[config.mk]
export PLATFORM = sky130hd
export DESIGN_NAME = vga_timing_gen_flat
export DESIGN_NICKNAME = d
export VERILOG_FILES = /design/src/rtl/vga_pkg.sv /design/src/rtl/vga_timing_gen_if.sv /design/src/rtl/vga_axis_counter.sv /design/src/rtl/vga_timing_gen.sv /design/src/flat_wrapper.sv
export SDC_FILE = /design/constraint.sdc
export NUM_CORES = 1
export LEC_CHECK = 0
export CAP_MARGIN = 20
export CORE_MARGIN = 4
export CORE_UTILIZATION = 39
export DETAILED_ROUTE_END_ITERATION = 8
export HOLD_SLACK_MARGIN = 0.12
export PLACE_DENSITY = 0.78
export SYNTH_ARGS = -nofsm -noshare
export SYNTH_HDL_FRONTEND = slang
export SYNTH_HIERARCHICAL = 1
export SYNTH_SLANG_ARGS = --single-unit
[constraint.sdc]
create_clock -name clk -period 2.1 [get_ports clk]
set_input_delay 0.315 -clock clk [delete_from_list [all_inputs] [get_ports clk]]
set_output_delay 0.315 -clock clk [all_outputs]
set_load 0.05 [all_outputs]
[src/rtl/vga_pkg.sv]
// Shared timing constants and colour helpers for the VGA raster generator.
// Defaults describe 640x480@60 with a 25 MHz pixel rate from a 50 MHz clock.
package vga_pkg;

    // Default 640x480@60 timing, in pixels (horizontal) and lines (vertical)
    localparam int unsigned DEF_CLK_DIV  = 2;
    localparam int unsigned DEF_H_ACTIVE = 640;
    localparam int unsigned DEF_H_FP     = 16;
    localparam int unsigned DEF_H_SYNC   = 96;
    localparam int unsigned DEF_H_BP     = 48;
    localparam int unsigned DEF_V_ACTIVE = 480;
    localparam int unsigned DEF_V_FP     = 10;
    localparam int unsigned DEF_V_SYNC   = 2;
    localparam int unsigned DEF_V_BP     = 33;

    // RGB332 field positions inside the 8-bit pixel word
    localparam int unsigned RGB_R_MSB = 7;
    localparam int unsigned RGB_R_LSB = 5;
    localparam int unsigned RGB_G_MSB = 4;
    localparam int unsigned RGB_G_LSB = 2;
    localparam int unsigned RGB_B_MSB = 1;
    localparam int unsigned RGB_B_LSB = 0;

    localparam int unsigned RGB_CH_W = 8;

    // Total period of one axis: active + front porch + sync + back porch
    function automatic int unsigned axis_total(input int unsigned active,
                                               input int unsigned fp,
                                               input int unsigned sync,
                                               input int unsigned bp);
        return active + fp + sync + bp;
    endfunction

    function automatic int unsigned h_total(input int unsigned active,
                                            input int unsigned fp,
                                            input int unsigned sync,
                                            input int unsigned bp);
        return axis_total(active, fp, sync, bp);
    endfunction

    function automatic int unsigned v_total(input int unsigned active,
                                            input int unsigned fp,
                                            input int unsigned sync,
                                            input int unsigned bp);
        return axis_total(active, fp, sync, bp);
    endfunction

    // Bit replication keeps full-scale at 8'hFF and zero at zero
    function automatic logic [RGB_CH_W-1:0] expand3(input logic [2:0] c);
        return {c, c, c[2:1]};
    endfunction

    function automatic logic [RGB_CH_W-1:0] expand2(input logic [1:0] c);
        return {c, c, c, c};
    endfunction

endpackage

[src/rtl/vga_timing_gen_if.sv]
// Pixel request / DAC bundle of the VGA timing generator.
// master = timing generator, slave = frame-buffer renderer plus DAC.
interface vga_timing_gen_if #(
    parameter int unsigned XW = 10,
    parameter int unsigned YW = 10
);
    logic [7:0]    rgb_8;
    logic          pixel_en;
    logic          pix_tick;
    logic [XW-1:0] x;
    logic [YW-1:0] y;
    logic          line_start;
    logic          frame_start;
    logic [7:0]    r_out;
    logic [7:0]    g_out;
    logic [7:0]    b_out;
    logic          de_out;
    logic          h_sync;
    logic          v_sync;

    modport master (
        input  rgb_8,
        output pixel_en, pix_tick, x, y, line_start, frame_start,
        output r_out, g_out, b_out, de_out, h_sync, v_sync
    );

    modport slave (
        output rgb_8,
        input  pixel_en, pix_tick, x, y, line_start, frame_start,
        input  r_out, g_out, b_out, de_out, h_sync, v_sync
    );
endinterface

[src/rtl/vga_axis_counter.sv]
// One raster axis: wrapping position counter with active and sync decode.
// Region order along the axis is active, front porch, sync, back porch.
module vga_axis_counter
    import vga_pkg::*;
#(
    parameter int unsigned ACTIVE = 640,
    parameter int unsigned FP     = 16,
    parameter int unsigned SYNC   = 96,
    parameter int unsigned BP     = 48,
    parameter int unsigned W      = 10
) (
    input  logic         clk,
    input  logic         rst,
    input  logic         adv,
    output logic [W-1:0] cnt,
    output logic         active,
    output logic         sync_raw,
    output logic         wrap
);

    localparam int unsigned TOT      = axis_total(ACTIVE, FP, SYNC, BP);
    localparam int unsigned SYNC_BEG = ACTIVE + FP;
    localparam int unsigned SYNC_END = ACTIVE + FP + SYNC;

    logic [W-1:0] cnt_q;
    logic [W-1:0] cnt_d;

    // Terminal count: the next advance returns to zero
    assign wrap = (cnt_q == W'(TOT - 1));

    // Next position: hold unless advanced, wrap at the end of the period
    always_comb begin
        cnt_d = cnt_q;
        if (adv) begin
            cnt_d = wrap ? '0 : cnt_q + W'(1);
        end
    end

    // Position register
    always_ff @(posedge clk) begin
        if (rst) begin
            cnt_q <= '0;
        end else begin
            cnt_q <= cnt_d;
        end
    end

    assign cnt      = cnt_q;
    assign active   = (cnt_q < W'(ACTIVE));
    assign sync_raw = (cnt_q >= W'(SYNC_BEG)) && (cnt_q < W'(SYNC_END));

endmodule

[src/rtl/vga_timing_gen.sv]
// Parametrised VGA/LCD raster timing generator with RGB332 -> RGB888 output.
// Stage 0 presents x/y/pixel_en from the counters; stage 1 registers colour,
// DE and sync on the pixel tick so all DAC signals trail x/y by one pixel.
// Optional macro VGA_TEST_PATTERN_EN adds input test_mode, which replaces
// rgb_8 with eight vertical colour bars inside a one-pixel white border.
module vga_timing_gen
    import vga_pkg::*;
#(
    parameter int unsigned CLK_DIV         = DEF_CLK_DIV,
    parameter int unsigned H_ACTIVE        = DEF_H_ACTIVE,
    parameter int unsigned H_FP            = DEF_H_FP,
    parameter int unsigned H_SYNC          = DEF_H_SYNC,
    parameter int unsigned H_BP            = DEF_H_BP,
    parameter int unsigned V_ACTIVE        = DEF_V_ACTIVE,
    parameter int unsigned V_FP            = DEF_V_FP,
    parameter int unsigned V_SYNC          = DEF_V_SYNC,
    parameter int unsigned V_BP            = DEF_V_BP,
    parameter bit          SYNC_ACTIVE_LOW = 1'b1,
    parameter int unsigned XW              = 10,
    parameter int unsigned YW              = 10
) (
    input  logic clk,
    input  logic rst,
`ifdef VGA_TEST_PATTERN_EN
    input  logic test_mode,
`endif
    vga_timing_gen_if.master bus
);

    localparam int unsigned DIVW = (CLK_DIV > 1) ? $clog2(CLK_DIV) : 1;

    // ---------------- pixel clock divider ----------------
    logic [DIVW-1:0] div_q;
    logic [DIVW-1:0] div_d;
    logic            div_last;
    logic            tick;

    assign div_last = (div_q == DIVW'(CLK_DIV - 1));
    // Tick is suppressed during reset so no strobe escapes a reset cycle
    assign tick     = div_last && !rst;

    // Divider next value: count 0..CLK_DIV-1
    always_comb begin
        div_d = div_last ? '0 : div_q + DIVW'(1);
    end

    // Divider register
    always_ff @(posedge clk) begin
        if (rst) begin
            div_q <= '0;
        end else begin
            div_q <= div_d;
        end
    end

    // ---------------- raster counters ----------------
    logic [XW-1:0] h_cnt;
    logic [YW-1:0] v_cnt;
    logic          h_active;
    logic          v_active;
    logic          h_sync_raw;
    logic          v_sync_raw;
    logic          h_wrap;
    // End-of-frame flag is not needed: frame_start keys off the counter origin
    logic          unused_v_wrap;

    vga_axis_counter #(
        .ACTIVE (H_ACTIVE),
        .FP     (H_FP),
        .SYNC   (H_SYNC),
        .BP     (H_BP),
        .W      (XW)
    ) u_h_cnt (
        .clk      (clk),
        .rst      (rst),
        .adv      (tick),
        .cnt      (h_cnt),
        .active   (h_active),
        .sync_raw (h_sync_raw),
        .wrap     (h_wrap)
    );

    // Lines advance on the tick that wraps the horizontal counter
    vga_axis_counter #(
        .ACTIVE (V_ACTIVE),
        .FP     (V_FP),
        .SYNC   (V_SYNC),
        .BP     (V_BP),
        .W      (YW)
    ) u_v_cnt (
        .clk      (clk),
        .rst      (rst),
        .adv      (tick && h_wrap),
        .cnt      (v_cnt),
        .active   (v_active),
        .sync_raw (v_sync_raw),
        .wrap     (unused_v_wrap)
    );

    // ---------------- stage 0: request side ----------------
    logic pixel_en;
    logic line_start;

    assign pixel_en   = h_active && v_active;
    assign line_start = tick && (h_cnt == '0);

    assign bus.pix_tick    = tick;
    assign bus.x           = h_cnt;
    assign bus.y           = v_cnt;
    assign bus.pixel_en    = pixel_en;
    assign bus.line_start  = line_start;
    assign bus.frame_start = line_start && (v_cnt == '0);

    // ---------------- colour source ----------------
    logic [7:0] src_r;
    logic [7:0] src_g;
    logic [7:0] src_b;

`ifdef VGA_TEST_PATTERN_EN
    logic [2:0] bar;
    logic       border;

    assign bar    = 3'((32'(h_cnt) * 32'd8) / H_ACTIVE);
    assign border = (h_cnt == '0) || (h_cnt == XW'(H_ACTIVE - 1)) ||
                    (v_cnt == '0) || (v_cnt == YW'(V_ACTIVE - 1));
`endif

    // RGB332 expansion, or the bar pattern when test mode is selected
    always_comb begin
        src_r = expand3(bus.rgb_8[RGB_R_MSB:RGB_R_LSB]);
        src_g = expand3(bus.rgb_8[RGB_G_MSB:RGB_G_LSB]);
        src_b = expand2(bus.rgb_8[RGB_B_MSB:RGB_B_LSB]);
`ifdef VGA_TEST_PATTERN_EN
        if (test_mode) begin
            src_r = {8{border || bar[2]}};
            src_g = {8{border || bar[1]}};
            src_b = {8{border || bar[0]}};
        end
`endif
    end

    // ---------------- stage 1: DAC side ----------------
    logic [7:0] r_q, r_d;
    logic [7:0] g_q, g_d;
    logic [7:0] b_q, b_d;
    logic       de_q, de_d;
    logic       hs_q, hs_d;
    logic       vs_q, vs_d;

    // Capture colour/DE/sync for the requested pixel on each tick, hold otherwise
    always_comb begin
        r_d  = r_q;
        g_d  = g_q;
        b_d  = b_q;
        de_d = de_q;
        hs_d = hs_q;
        vs_d = vs_q;
        if (tick) begin
            de_d = pixel_en;
            hs_d = h_sync_raw ^ SYNC_ACTIVE_LOW;
            vs_d = v_sync_raw ^ SYNC_ACTIVE_LOW;
            r_d  = pixel_en ? src_r : 8'h00;
            g_d  = pixel_en ? src_g : 8'h00;
            b_d  = pixel_en ? src_b : 8'h00;
        end
    end

    // Output registers; syncs idle at their inactive level in reset
    always_ff @(posedge clk) begin
        if (rst) begin
            r_q  <= 8'h00;
            g_q  <= 8'h00;
            b_q  <= 8'h00;
            de_q <= 1'b0;
            hs_q <= SYNC_ACTIVE_LOW;
            vs_q <= SYNC_ACTIVE_LOW;
        end else begin
            r_q  <= r_d;
            g_q  <= g_d;
            b_q  <= b_d;
            de_q <= de_d;
            hs_q <= hs_d;
            vs_q <= vs_d;
        end
    end

    assign bus.r_out  = r_q;
    assign bus.g_out  = g_q;
    assign bus.b_out  = b_q;
    assign bus.de_out = de_q;
    assign bus.h_sync = hs_q;
    assign bus.v_sync = vs_q;

endmodule

[src/flat_wrapper.sv]
// flat-port wrapper written by rule: the top's interface ports become plain ports
module vga_timing_gen_flat import vga_pkg::*;
#(
    parameter int unsigned CLK_DIV         = DEF_CLK_DIV,
    parameter int unsigned H_ACTIVE        = DEF_H_ACTIVE,
    parameter int unsigned H_FP            = DEF_H_FP,
    parameter int unsigned H_SYNC          = DEF_H_SYNC,
    parameter int unsigned H_BP            = DEF_H_BP,
    parameter int unsigned V_ACTIVE        = DEF_V_ACTIVE,
    parameter int unsigned V_FP            = DEF_V_FP,
    parameter int unsigned V_SYNC          = DEF_V_SYNC,
    parameter int unsigned V_BP            = DEF_V_BP,
    parameter bit          SYNC_ACTIVE_LOW = 1'b1,
    parameter int unsigned XW              = 10,
    parameter int unsigned YW              = 10
)
  (clk, rst, bus_rgb_8, bus_pixel_en, bus_pix_tick, bus_x, bus_y, bus_line_start, bus_frame_start, bus_r_out, bus_g_out, bus_b_out, bus_de_out, bus_h_sync, bus_v_sync);
  vga_timing_gen_if #(.XW(XW), .YW(YW)) bus_i ();
  input  logic clk;
  input  logic rst;
  input wire logic [$bits(bus_i.rgb_8)-1:0] bus_rgb_8;
  output wire logic [$bits(bus_i.pixel_en)-1:0] bus_pixel_en;
  output wire logic [$bits(bus_i.pix_tick)-1:0] bus_pix_tick;
  output wire logic [$bits(bus_i.x)-1:0] bus_x;
  output wire logic [$bits(bus_i.y)-1:0] bus_y;
  output wire logic [$bits(bus_i.line_start)-1:0] bus_line_start;
  output wire logic [$bits(bus_i.frame_start)-1:0] bus_frame_start;
  output wire logic [$bits(bus_i.r_out)-1:0] bus_r_out;
  output wire logic [$bits(bus_i.g_out)-1:0] bus_g_out;
  output wire logic [$bits(bus_i.b_out)-1:0] bus_b_out;
  output wire logic [$bits(bus_i.de_out)-1:0] bus_de_out;
  output wire logic [$bits(bus_i.h_sync)-1:0] bus_h_sync;
  output wire logic [$bits(bus_i.v_sync)-1:0] bus_v_sync;
  assign bus_i.rgb_8 = bus_rgb_8;
  assign bus_pixel_en = bus_i.pixel_en;
  assign bus_pix_tick = bus_i.pix_tick;
  assign bus_x = bus_i.x;
  assign bus_y = bus_i.y;
  assign bus_line_start = bus_i.line_start;
  assign bus_frame_start = bus_i.frame_start;
  assign bus_r_out = bus_i.r_out;
  assign bus_g_out = bus_i.g_out;
  assign bus_b_out = bus_i.b_out;
  assign bus_de_out = bus_i.de_out;
  assign bus_h_sync = bus_i.h_sync;
  assign bus_v_sync = bus_i.v_sync;
  vga_timing_gen #(.CLK_DIV(CLK_DIV), .H_ACTIVE(H_ACTIVE), .H_FP(H_FP), .H_SYNC(H_SYNC), .H_BP(H_BP), .V_ACTIVE(V_ACTIVE), .V_FP(V_FP), .V_SYNC(V_SYNC), .V_BP(V_BP), .SYNC_ACTIVE_LOW(SYNC_ACTIVE_LOW), .XW(XW), .YW(YW)) u_core (.clk(clk), .rst(rst), .bus(bus_i));
endmodule
Word-level counts from Yosys, hierarchy flattened
Cells that the tools add are included.
{"block": "classes", "addsub": 3, "magnitude_cmp": 6, "n_eq_ne": 2, "mux": 5, "bitwise": 2, "n_reduce_logical": 11}
{"op": "$mux W8", "n": 3}
{"op": "$add A10 B1 Y10 const B", "n": 2}
{"op": "$eq A10 B10 Y1 const B", "n": 2}
{"op": "$logic_not A10 Y1", "n": 2}
{"op": "$lt A10 B10 Y1 const B", "n": 2}
{"op": "$lt A10 B9 Y1 const B", "n": 2}
{"op": "$mux W10", "n": 2}
{"op": "$ge A10 B10 Y1 const B", "n": 1}
{"op": "$ge A10 B9 Y1 const B", "n": 1}
{"op": "$logic_and A1 B1 Y1", "n": 7}
{"op": "$not A1 Y1", "n": 2}
{"op": "$reduce_or A2 Y1", "n": 1}
{"op": "$add A1 B1 Y1 const B", "n": 1}
{"op": "$logic_not A1 Y1", "n": 1}
{"block": "word_totals", "regBits": 48, "out_inout_bits": 51, "wordCells": 38}

Depth between registers and ports, before layout
Gate-level depths: netlist (run 1).
{"block": "logic_depth", "word_depth": 4, "mapped_depth": 8, "depth_no_buf": 7}

Cells and area by module
The synthesis (run 1) kept the hierarchy.
{"module": "vga_timing_gen", "instances": 1, "cells_per_inst": 57, "area_each_um2": 565.5, "seq_area_each_um2": 240.2}
{"module": "vga_axis_counter at u_core.u_h_cnt", "instances": 1, "cells_per_inst": 61, "area_each_um2": 531.8, "seq_area_each_um2": 200.2}
{"module": "vga_axis_counter at u_core.u_v_cnt", "instances": 1, "cells_per_inst": 58, "area_each_um2": 514.2, "seq_area_each_um2": 200.2}

Worst setup path before layout (run 1)
OpenSTA, ideal clock, no wires.
{"block": "synth_timing", "path_kind": "register -> output", "startpoint": "register u_core.div_q (netlist: u_core/div_last)", "endpoint": "output bus_frame_start", "arrival_time_ps": 2065, "t_required_ps": 1785, "path_slack_ps": -280, "stages_incl_launch_ff": 4, "path_cell_list": "dfxtp_1 -> nor2b_2 -> and4_1 -> and3_1"}
{"block": "synth_between", "elab_chain_cells": 3}
{"item": "start: declaration", "line_no": "vga_timing_gen.sv:33", "text": "logic [DIVW-1:0] div_q;"}
{"item": "start signal: assignment", "line_no": "vga_timing_gen.sv:52", "text": "div_q <= div_d;"}
{"item": "$logic_and A1 B1 Y1", "line_no": "vga_timing_gen.sv:40", "text": "assign tick = div_last && !rst;"}
{"item": "via bus_pix_tick", "line_no": "flat_wrapper.sv:23", "text": "output wire logic [$bits(bus_i.pix_tick)-1:0] bus_pix_tick;"}
{"item": "$logic_and A1 B1 Y1", "line_no": "vga_timing_gen.sv:105", "text": "assign line_start = tick && (h_cnt == '0);"}
{"item": "via bus_line_start", "line_no": "flat_wrapper.sv:26", "text": "output wire logic [$bits(bus_i.line_start)-1:0] bus_line_start;"}
{"item": "$logic_and A1 B1 Y1", "line_no": "vga_timing_gen.sv:112", "text": "assign bus.frame_start = line_start && (v_cnt == '0);"}
{"item": "end: declaration", "line_no": "flat_wrapper.sv:27", "text": "output wire logic [$bits(bus_i.frame_start)-1:0] bus_frame_start;"}
The timed path passes the listed nets, and every way through them passes these cells.

Final worst setup path (run 1)
{"block": "layout_timing", "startpoint": "register u_core.u_h_cnt.cnt_q[5] (netlist: u_core/u_h_cnt/cnt[5])", "endpoint": "register u_core.u_v_cnt.cnt_q[7] (netlist: u_core/u_v_cnt/cnt[7])"}
{"block": "layout_between", "elab_chain_cells": 2}
{"item": "start: declaration", "line_no": "vga_axis_counter.sv:25", "text": "logic [W-1:0] cnt_q;"}
{"item": "start signal: assignment", "line_no": "vga_axis_counter.sv:44", "text": "cnt_q <= cnt_d;"}
{"item": "$eq A10 B10 Y1", "line_no": "vga_axis_counter.sv:29", "text": "assign wrap = (cnt_q == W'(TOT - 1));"}
{"item": "via u_core.h_wrap", "line_no": "vga_timing_gen.sv:63", "text": "logic h_wrap;"}
{"item": "$logic_and A1 B1 Y1", "line_no": "vga_timing_gen.sv:93", "text": ".adv (tick && h_wrap),"}
{"item": "end signal: assignment", "line_no": "vga_axis_counter.sv:44"}
{"item": "end: declaration", "line_no": "vga_axis_counter.sv:25"}
The timed path passes the listed nets, and every way through them passes these cells.
A chain may end at the register's enable or synchronous reset.

==> tab_implementation.tex, run 1 <==
\begin{tabular}{lr}
\hline
Metric & Value \\
\hline
\multicolumn{2}{l}{\textbf{Job}} \\
\quad Max-cap check violation count & 0 \\
\multicolumn{2}{l}{\textbf{Global routing}} \\
\quad Largest net degree at the start of global routing & 11 \\
\quad Global Route met3 Usage & 0.0429 \\
\quad GRT Resource Usage Total & 0.158 \\
\quad Global Route met1 Usage & 0.209 \\
\quad Met2 Track Usage GR & 0.238 \\
\quad Number of global-route vias before repair & 1,454 \\
\quad Number of antenna violations at the first check in global routing & 0 \\
\quad Gr ovfl total & 0 \\
\quad Global-route wire length before repair & 6.58 mm \\
\quad Layer carrying the most global-route usage & met2 \\
\multicolumn{2}{l}{\textbf{Cells and area}} \\
\quad Layout filler cell count & between 300 and 400 \\
\quad Fraction of final layout cells with drive strength greater than 1 & 0.194 \\
\quad Cell area after layout & between 2000 and 2500 sq um \\
\quad Synthesis-to-finish area growth & 46.1\% \\
\quad Non-filler instance count after layout & 282 \\
\quad Antenna diode count & 0 \\
\quad Register cell area after layout & 653 sq um \\
\quad Multi-input combinational cell area & 821 sq um \\
\quad Number of nets at the end of the flow & 245 \\
\multicolumn{2}{l}{\textbf{Power}} \\
\quad Switching power & 391 uW \\
\quad Part of the total power dissipated in combinational logic & 0.189 \\
\quad Proportion of power drawn by the clock network & 0.347 \\
\quad Register share of total power & 0.463 \\
\quad Switch share & 0.284 \\
\quad Maximum ir drop on the vdd rail & 0.293 mV \\
\quad Power Density & $\sim$590 nW/um\^{}2 \\
\quad Static leakage & about 0.84 nW \\
\quad Internal power summed over all cells & 987 uW \\
\multicolumn{2}{l}{\textbf{Synth}} \\
\quad Area of the mapped netlist & between 1500 and 2000 sq um \\
\quad Number of nets produced by synthesis & 189 \\
\quad Synthesized netlist cell count & about 180 \\
\quad Per-instance average area after synthesis & slightly above 9 sq um \\
\quad Synth warn & 6 \\
\multicolumn{2}{l}{\textbf{Hold path}} \\
\quad Path type of the worst min-delay path & register to register \\
\quad Capture endpoint of the worst hold path & u\_core/bus.de\_out \\
\quad Min-Delay Path Depth & 1 \\
\quad Launch point of the worst hold path & u\_core/bus.de\_out \\
\multicolumn{2}{l}{\textbf{Timing}} \\
\quad Number of endpoints with negative hold slack in the final report & 0 \\
\quad Worst clock skew & approximately 3.3 ps \\
\quad Period minus WS final & a little over 2000 ps \\
\quad Pin slew with the least headroom to its limit & 653 ps \\
\quad Crit share post-route & 0.960 \\
\quad Worst slew margin relative to its limit & 0.563 \\
\quad Fmax & slightly below 500 MHz \\
\quad Final-report setup violation count & 0 \\
\quad RSZ-0062 raised after global routing & no \\
\quad Final max-slew violation count & 0 \\
\multicolumn{2}{l}{\textbf{Floorplanning}} \\
\quad Chip Height & $\sim$72 um \\
\quad Number of primary I/O pins & 61 \\
\quad Area of the die & roughly 5200 sq um \\
\quad Standard-cell rows & 23 \\
\quad Effective utilization at floorplan & 0.401 \\
\quad Core area & around 4000 sq um \\
\quad Die Width & 72.2 um \\
\multicolumn{2}{l}{\textbf{Placement}} \\
\quad Port-buffer cells & 60 \\
\quad Number of cells after detailed placement & 274 \\
\quad Placer congestion estimate & about 0.75 \\
\quad Cell Area, Placed & 2250 sq um \\
\quad Final HPWL from detailed placement & 2.92 mm \\
\multicolumn{2}{l}{\textbf{Setup path}} \\
\quad Critical path endpoint category & register \\
\quad Nature of the critical path startpoint & register \\
\quad Critical R2R Capture & u\_core/u\_v\_cnt/cnt[7] \\
\quad Data arrival time of the worst path & approximately 2200 ps \\
\quad Reg-to-reg critical path startpoint & u\_core/u\_h\_cnt/cnt[5] \\
\quad R2R depth & 7 \\
\quad Crit path max fanout & 6 \\
\quad Reg2reg setup slack & approximately 85 ps \\
\quad Critical path class & register to register \\
\quad Endpoint required time on the critical path & approximately 2300 ps \\
\multicolumn{2}{l}{\textbf{Clocking}} \\
\quad Clock latency at the later pin of the worst-skew pair & 280 ps \\
\quad Buffers inserted by post-CTS timing repair & 0 \\
\quad Total clock sinks & 32 \\
\quad Number of clock buffers inserted by TritonCTS & 5 \\
\quad Number of H-tree levels & 2 \\
\quad TritonCTS clock tree & done \\
\quad Worst-case clock buffer depth & 2 \\
\quad Clock slew at reported path FFs & 60 ps \\
\quad Number of hold-repair buffers added at the cts stage & 0 \\
\quad Clock root buffer master & sky130\_fd\_sc\_hd\_\_clkbuf\_8 \\
\quad Quantity of gates resized following cts & 0 \\
\multicolumn{2}{l}{\textbf{Route}} \\
\quad Number of detailed-routing iterations run before antenna repair & 4 \\
\quad DRC violation count after routing & 0 \\
\quad Vias per Instance & 5.36 \\
\quad Overall routed net length & 3.99 mm \\
\quad Post-DR wirelength/cell & 14.1 um \\
\quad Drt first-iter violations & 47 \\
\quad Count of nets left with antenna violations after detail routing & 0 \\
\quad Vias after detailed routing & between 1,500 and 2,000 \\
\multicolumn{2}{l}{\textbf{Status}} \\
\quad Run status & finished, final reports clean \\
\hline
\end{tabular}
## routing by layer
| metal | up-vias | share of wire |
|---|---|---|
| li1 | 732 | - |
| met1 | 704 | 0.45 |
| met2 | 69 | 0.44 |
| met3 | 6 | 0.099 |
| met4 | 0 | 0.016 |
| met5 | - | 0 |
## critical path, stage by stage, from the launching register on
cell and delay [ps]:
sky130_fd_sc_hd__dfxtp_2 330, sky130_fd_sc_hd__nor4b_4 320, sky130_fd_sc_hd__nand3_1 120, sky130_fd_sc_hd__nor2_1 130, sky130_fd_sc_hd__and2_1 200, sky130_fd_sc_hd__nand3_2 140
sky130_fd_sc_hd__or4_1 540, sky130_fd_sc_hd__a21oi_1 160
## power groups by stage
stage                     registers (mW)  clock network [mW]  logic, mW
final                              0.638               0.479      0.261
after global routing               0.641               0.522      0.272
after CTS                          0.639               0.491      0.262
after detailed placement           0.652                   0      0.262
after global placement             0.652                   0      0.260
after floorplan                    0.694                   0      0.139
## worst max path at each step
stage / from / endpoint / slack, ps
finish: u_core/u_h_cnt/cnt[5] / u_core/u_v_cnt/cnt[7] / 80
global placement: rst / bus_frame_start / 110
detailed placement: rst / u_core/u_v_cnt/cnt[7] / 80
global route: u_core/u_h_cnt/cnt[9] / u_core/u_v_cnt/cnt[7] / 10
floorplan: u_core/u_h_cnt/cnt[4] / bus_frame_start / -6
CTS: u_core/u_h_cnt/cnt[9] / u_core/u_v_cnt/cnt[7] / 90
## area by class of cell
class                           count  share of cell area
Multi-Input combinational cell    118               0.350
Timing Repair Buffer               70               0.300
Sequential cell                    32               0.279
Clock buffer                        8              0.0384
Tap cell                           50              0.0267
Inverter                            4             0.00640
## flip-flops by register name (all words and copies together), names as in the netlist
name,count
u_core/bus.v_sync,1
u_core/u_v_cnt/cnt,10
u_core/bus.r_out,3
u_core/bus.de_out,1
u_core/bus.h_sync,1
u_core/div_last,1
u_core/u_h_cnt/cnt,10
u_core/bus.g_out,3
u_core/bus.b_out,2
## stage by stage
| stage | setup WS (ps) | power (mW) | hold slack (ps) | TNS, ps | utilization |
|---|---|---|---|---|---|
| final | 84.6 | 1.38 | 457 | 0 | 0.586 |
| after global routing | 10.3 | 1.44 | 486 | 0 | 0.586 |
| after CTS | 85.6 | 1.39 | 460 | 0 | 0.584 |
| after detailed placement | 78.5 | 0.914 | 445 | 0 | 0.561 |
| after global placement | 113 | 0.912 | 443 | 0 | 0.561 |
| after floorplan | -5.60 | 0.833 | 380 | -5.60 | - |
## placed cells by master (no fill, tap or decap), drive strengths merged, types with 2 or more instances in the layout
master / count
nand2b: 2
nand2: 11
nor2b: 2
nor4b: 2
mux2i: 2
inv: 4
nand4: 8
nor4: 4
nor3: 2
nand3: 4
and4: 2
and2: 3
or3: 7
a41o: 2
clkbuf: 8
o21ai: 9
buf: 14
and3: 2
xor2: 6
clkdlybuf4s50: 56
a22o: 8
dfxtp: 32
nor2: 14
o31ai: 4
a21oi: 10
or4: 5
ha: 4
xnor2: 2
(Power assumes the default switching activity.)
==> run 2: changes to the inputs <==
--- a/config.mk
+++ b/config.mk
@@ -7,10 +7,11 @@
 export LEC_CHECK = 0
 export CAP_MARGIN = 20
 export CORE_MARGIN = 4
-export CORE_UTILIZATION = 39
+export CORE_UTILIZATION = 55
 export DETAILED_ROUTE_END_ITERATION = 8
+export DONT_BUFFER_PORTS = 1
 export HOLD_SLACK_MARGIN = 0.12
-export PLACE_DENSITY = 0.78
+export PLACE_DENSITY = 0.76
 export SYNTH_ARGS = -nofsm -noshare
 export SYNTH_HDL_FRONTEND = slang
 export SYNTH_HIERARCHICAL = 1
==> tab_implementation.tex, run 2 (same netlist as run 1, synthesis figures left out) <==
\begin{tabular}{lr}
\hline
Metric & Value \\
\hline
\multicolumn{2}{l}{\textbf{Placement}} \\
\quad Post-placement setup slack & 159 ps (+80.5 ps) \\
\quad Final HPWL from detailed placement & 2.67 mm (-8.6\%) \\
\quad Placer congestion estimate & 0.820 (+9.1\%) \\
\quad Port-buffer cells & 0 (-100\%) \\
\quad Cell Area, Placed & 1800 sq um (-20\%) \\
\multicolumn{2}{l}{\textbf{Setup path}} \\
\quad Master of the slowest instance on the critical path & sky130\_fd\_sc\_hd\_\_dfxtp\_2 \\
\quad Data arrival time of the worst path & 1730 ps (-490 ps) \\
\quad Nature of the critical path startpoint & register \\
\quad Critical path class & register to output pin \\
\quad Crit path max fanout & 8 (+2) \\
\quad Critical path endpoint category & output pin \\
\quad Endpoint required time on the critical path & 1780 ps (-520 ps) \\
\quad Cells along the critical path & buf\_4, nor4\_1, and4\_2, and3\_4, buf\_12 \\
\quad Worst path max stage delay & 330 ps (-210 ps) \\
\quad CP top delay family & simple AND/OR/NAND/NOR gates \\
\quad CP bufs+invs & 2 (+2) \\
\multicolumn{2}{l}{\textbf{Timing}} \\
\quad Final max-slew violation count & 0 (unchanged) \\
\quad Period minus WS final & 2040 ps (+28.3 ps) \\
\quad Final Worst Setup Slack & 56.2 ps (-28.3 ps) \\
\quad Worst clock skew & 7.97 ps (+4.65 ps) \\
\quad Worst slew margin relative to its limit & 0.598 (+0.0351) \\
\quad Crit share post-route & 0.973 (+0.0135) \\
\quad Number of endpoints with negative hold slack in the final report & 0 (unchanged) \\
\quad Pin slew with the least headroom to its limit & 600 ps (-52.4 ps) \\
\quad RSZ-0062 raised after global routing & yes \\
\quad Fmax & 489 MHz (-1.4\%) \\
\quad Final-report setup violation count & 0 (unchanged) \\
\multicolumn{2}{l}{\textbf{Global routing}} \\
\quad Gr ovfl total & 0 (unchanged) \\
\quad GRT Resource Usage Total & 0.208 (+0.0503) \\
\quad Number of antenna violations at the first check in global routing & 0 (unchanged) \\
\quad Largest net degree at the start of global routing & 11 (unchanged) \\
\quad Global-route wire length before repair & 5.81 mm (-12\%) \\
\quad Number of global-route vias before repair & 1,322 (-9.1\%) \\
\multicolumn{2}{l}{\textbf{Cells and area}} \\
\quad Leading cell types in the layout, fill and taps excluded & sky130\_fd\_sc\_hd\_\_buf\_4 (35), sky130\_fd\_sc\_hd\_\_dfxtp\_1 (20), sky130\_fd\_sc\_hd\_\_nor2\_1 (14) \\
\quad Multi-input combinational cell area & 817 sq um (-0.46\%) \\
\quad Register cell area after layout & 656 sq um (+0.38\%) \\
\quad Layout filler cell count & 202 (-45\%) \\
\quad Number of nets at the end of the flow & 219 (-11\%) \\
\quad Cell area after layout & 1950 sq um (-17\%) \\
\quad Fraction of final layout cells with drive strength greater than 1 & 0.346 (+0.152) \\
\quad Most frequent standard cell in the layout excluding fill and tap cells & sky130\_fd\_sc\_hd\_\_buf\_4 \\
\quad Synthesis-to-finish area growth & 21.7\% \\
\quad Antenna diode count & 0 (unchanged) \\
\multicolumn{2}{l}{\textbf{Clocking}} \\
\quad Number of clock buffers inserted by TritonCTS & 5 (unchanged) \\
\quad Clock slew at reported path FFs & 90 ps (+30 ps) \\
\quad Clock latency at the later pin of the worst-skew pair & 320 ps (+40 ps) \\
\quad TritonCTS clock tree & done \\
\quad Worst-case clock buffer depth & 2 (unchanged) \\
\quad Clock root buffer master & sky130\_fd\_sc\_hd\_\_clkbuf\_4 \\
\quad Total clock sinks & 32 (unchanged) \\
\quad Number of H-tree levels & 2 (unchanged) \\
\multicolumn{2}{l}{\textbf{Route}} \\
\quad Drt first-iter violations & 76 (+62\%) \\
\quad Post-DR wirelength/cell & 16.1 um (+14\%) \\
\quad Vias after detailed routing & 1,453 (-3.8\%) \\
\quad Overall routed net length & 3.80 mm (-4.9\%) \\
\quad Vias per Instance & 6.16 (+15\%) \\
\quad Number of detailed-routing iterations run before antenna repair & 4 (unchanged) \\
\quad Count of nets left with antenna violations after detail routing & 0 (unchanged) \\
\quad DRC violation count after routing & 0 (unchanged) \\
\multicolumn{2}{l}{\textbf{Power}} \\
\quad Maximum ir drop on the vdd rail & 0.605 mV (+110\%) \\
\quad Static leakage & 0.780 nW (-7.4\%) \\
\quad Power Density & 627 nW/um\^{}2 (+6.7\%) \\
\multicolumn{2}{l}{\textbf{Floorplanning}} \\
\quad Area of the die & 3850 sq um (-26\%) \\
\quad Effective utilization at floorplan & 0.577 (+0.176) \\
\quad Die Width & 62.0 um (-14\%) \\
\quad Chip Height & 62.0 um (-14\%) \\
\quad Standard-cell rows & 19 (-17\%) \\
\quad Core area & 2780 sq um (-30\%) \\
\quad Number of primary I/O pins & 61 (unchanged) \\
\multicolumn{2}{l}{\textbf{Hold path}} \\
\quad Path type of the worst min-delay path & input pin to register \\
\multicolumn{2}{l}{\textbf{Status}} \\
\quad Run status & finished, final reports clean \\
\multicolumn{2}{l}{\textbf{Job}} \\
\quad Max-cap check violation count & 0 (unchanged) \\
\hline
\end{tabular}
## run 2: changes by cell type in the layout (fill, tap and decap cells not counted), moves of 2 or more
cell,delta
sky130_fd_sc_hd__buf_4,+24
sky130_fd_sc_hd__dfxtp_1,-2
sky130_fd_sc_hd__buf_12,-2
sky130_fd_sc_hd__dlygate4sd3_1,+8
sky130_fd_sc_hd__clkbuf_8,-4
sky130_fd_sc_hd__clkbuf_1,-2
sky130_fd_sc_hd__dfxtp_2,+2
sky130_fd_sc_hd__clkdlybuf4s50_1,-56
sky130_fd_sc_hd__clkbuf_4,+5
## run 2: layout make-up
| class | count | share of cell area |
|---|---|---|
| clock buffer | 7 | 0.0333 |
| inverter | 4 | 0.00768 |
| multi-input combinational | 118 | 0.418 |
| sequential | 32 | 0.335 |
| tap | 31 | 0.0198 |
| timing repair buffer | 44 | 0.186 |
## run 2: what timing repair did
| action | CTS | global route |
|---|---|---|
| endpoints found under the hold margin | 8 | 2 |
| hold buffers | 6 | 2 |
| endpoints found under the setup margin | 0 | 2 |
| setup buffers | 0 | 1 |
| resized for setup | 0 | 1 |
## run 2: final timing paths
kind	from	end	slack, ps	cells past startpoint
max reg2reg	u_core/u_h_cnt/cnt[5]	u_core/u_v_cnt/cnt[7]	140	7
min	bus_rgb_8[0]	u_core/bus.b_out[6]	130	1
min reg2reg	u_core/bus.b_out[6]	u_core/bus.b_out[6]	470	1
max	u_core/u_h_cnt/cnt[7]	bus_frame_start	60	5
## run 2: metrics by stage
stage                     setup TNS (ps)   util  hold WS [ps]  total power [mW]  std cells
final                                  0  0.703           135              1.23        236
after global routing               -4.89  0.703           121              1.28        236
after floorplan                    -5.60      -           380             0.833        175
after CTS                              0  0.691           120              1.24        233
after detailed placement               0  0.646           394             0.843        220
after global placement                 0  0.646           382             0.840        220
## run 2: power by group
| part | internal, mW | total (mW) | leakage [nW] | switching [mW] |
|---|---|---|---|---|
| registers | 0.621 | 0.636 | 0.266 | 0.0145 |
| clock network | 0.190 | 0.381 | 0.0374 | 0.192 |
| logic | 0.0524 | 0.209 | 0.477 | 0.156 |
## run 2: worst register-to-register path, cell delays in order (launching register included)
cell	delay (ps)
sky130_fd_sc_hd__dfxtp_2	340
sky130_fd_sc_hd__nor4b_2	330
sky130_fd_sc_hd__nand3_1	110
sky130_fd_sc_hd__nor2_1	100
sky130_fd_sc_hd__and2_1	200
sky130_fd_sc_hd__nand3_2	130
sky130_fd_sc_hd__or4_1	510
sky130_fd_sc_hd__a21oi_1	160
## run 2: layer usage
layer | global-route usage | part of all wire | vias up
met3 | 0.0661 | 0.096 | 9
met5 | 0 | 0 | -
met4 | 0.0970 | 0.017 | 0
met2 | 0.361 | 0.47 | 78
li1 | - | - | 681
met1 | 0.229 | 0.42 | 685
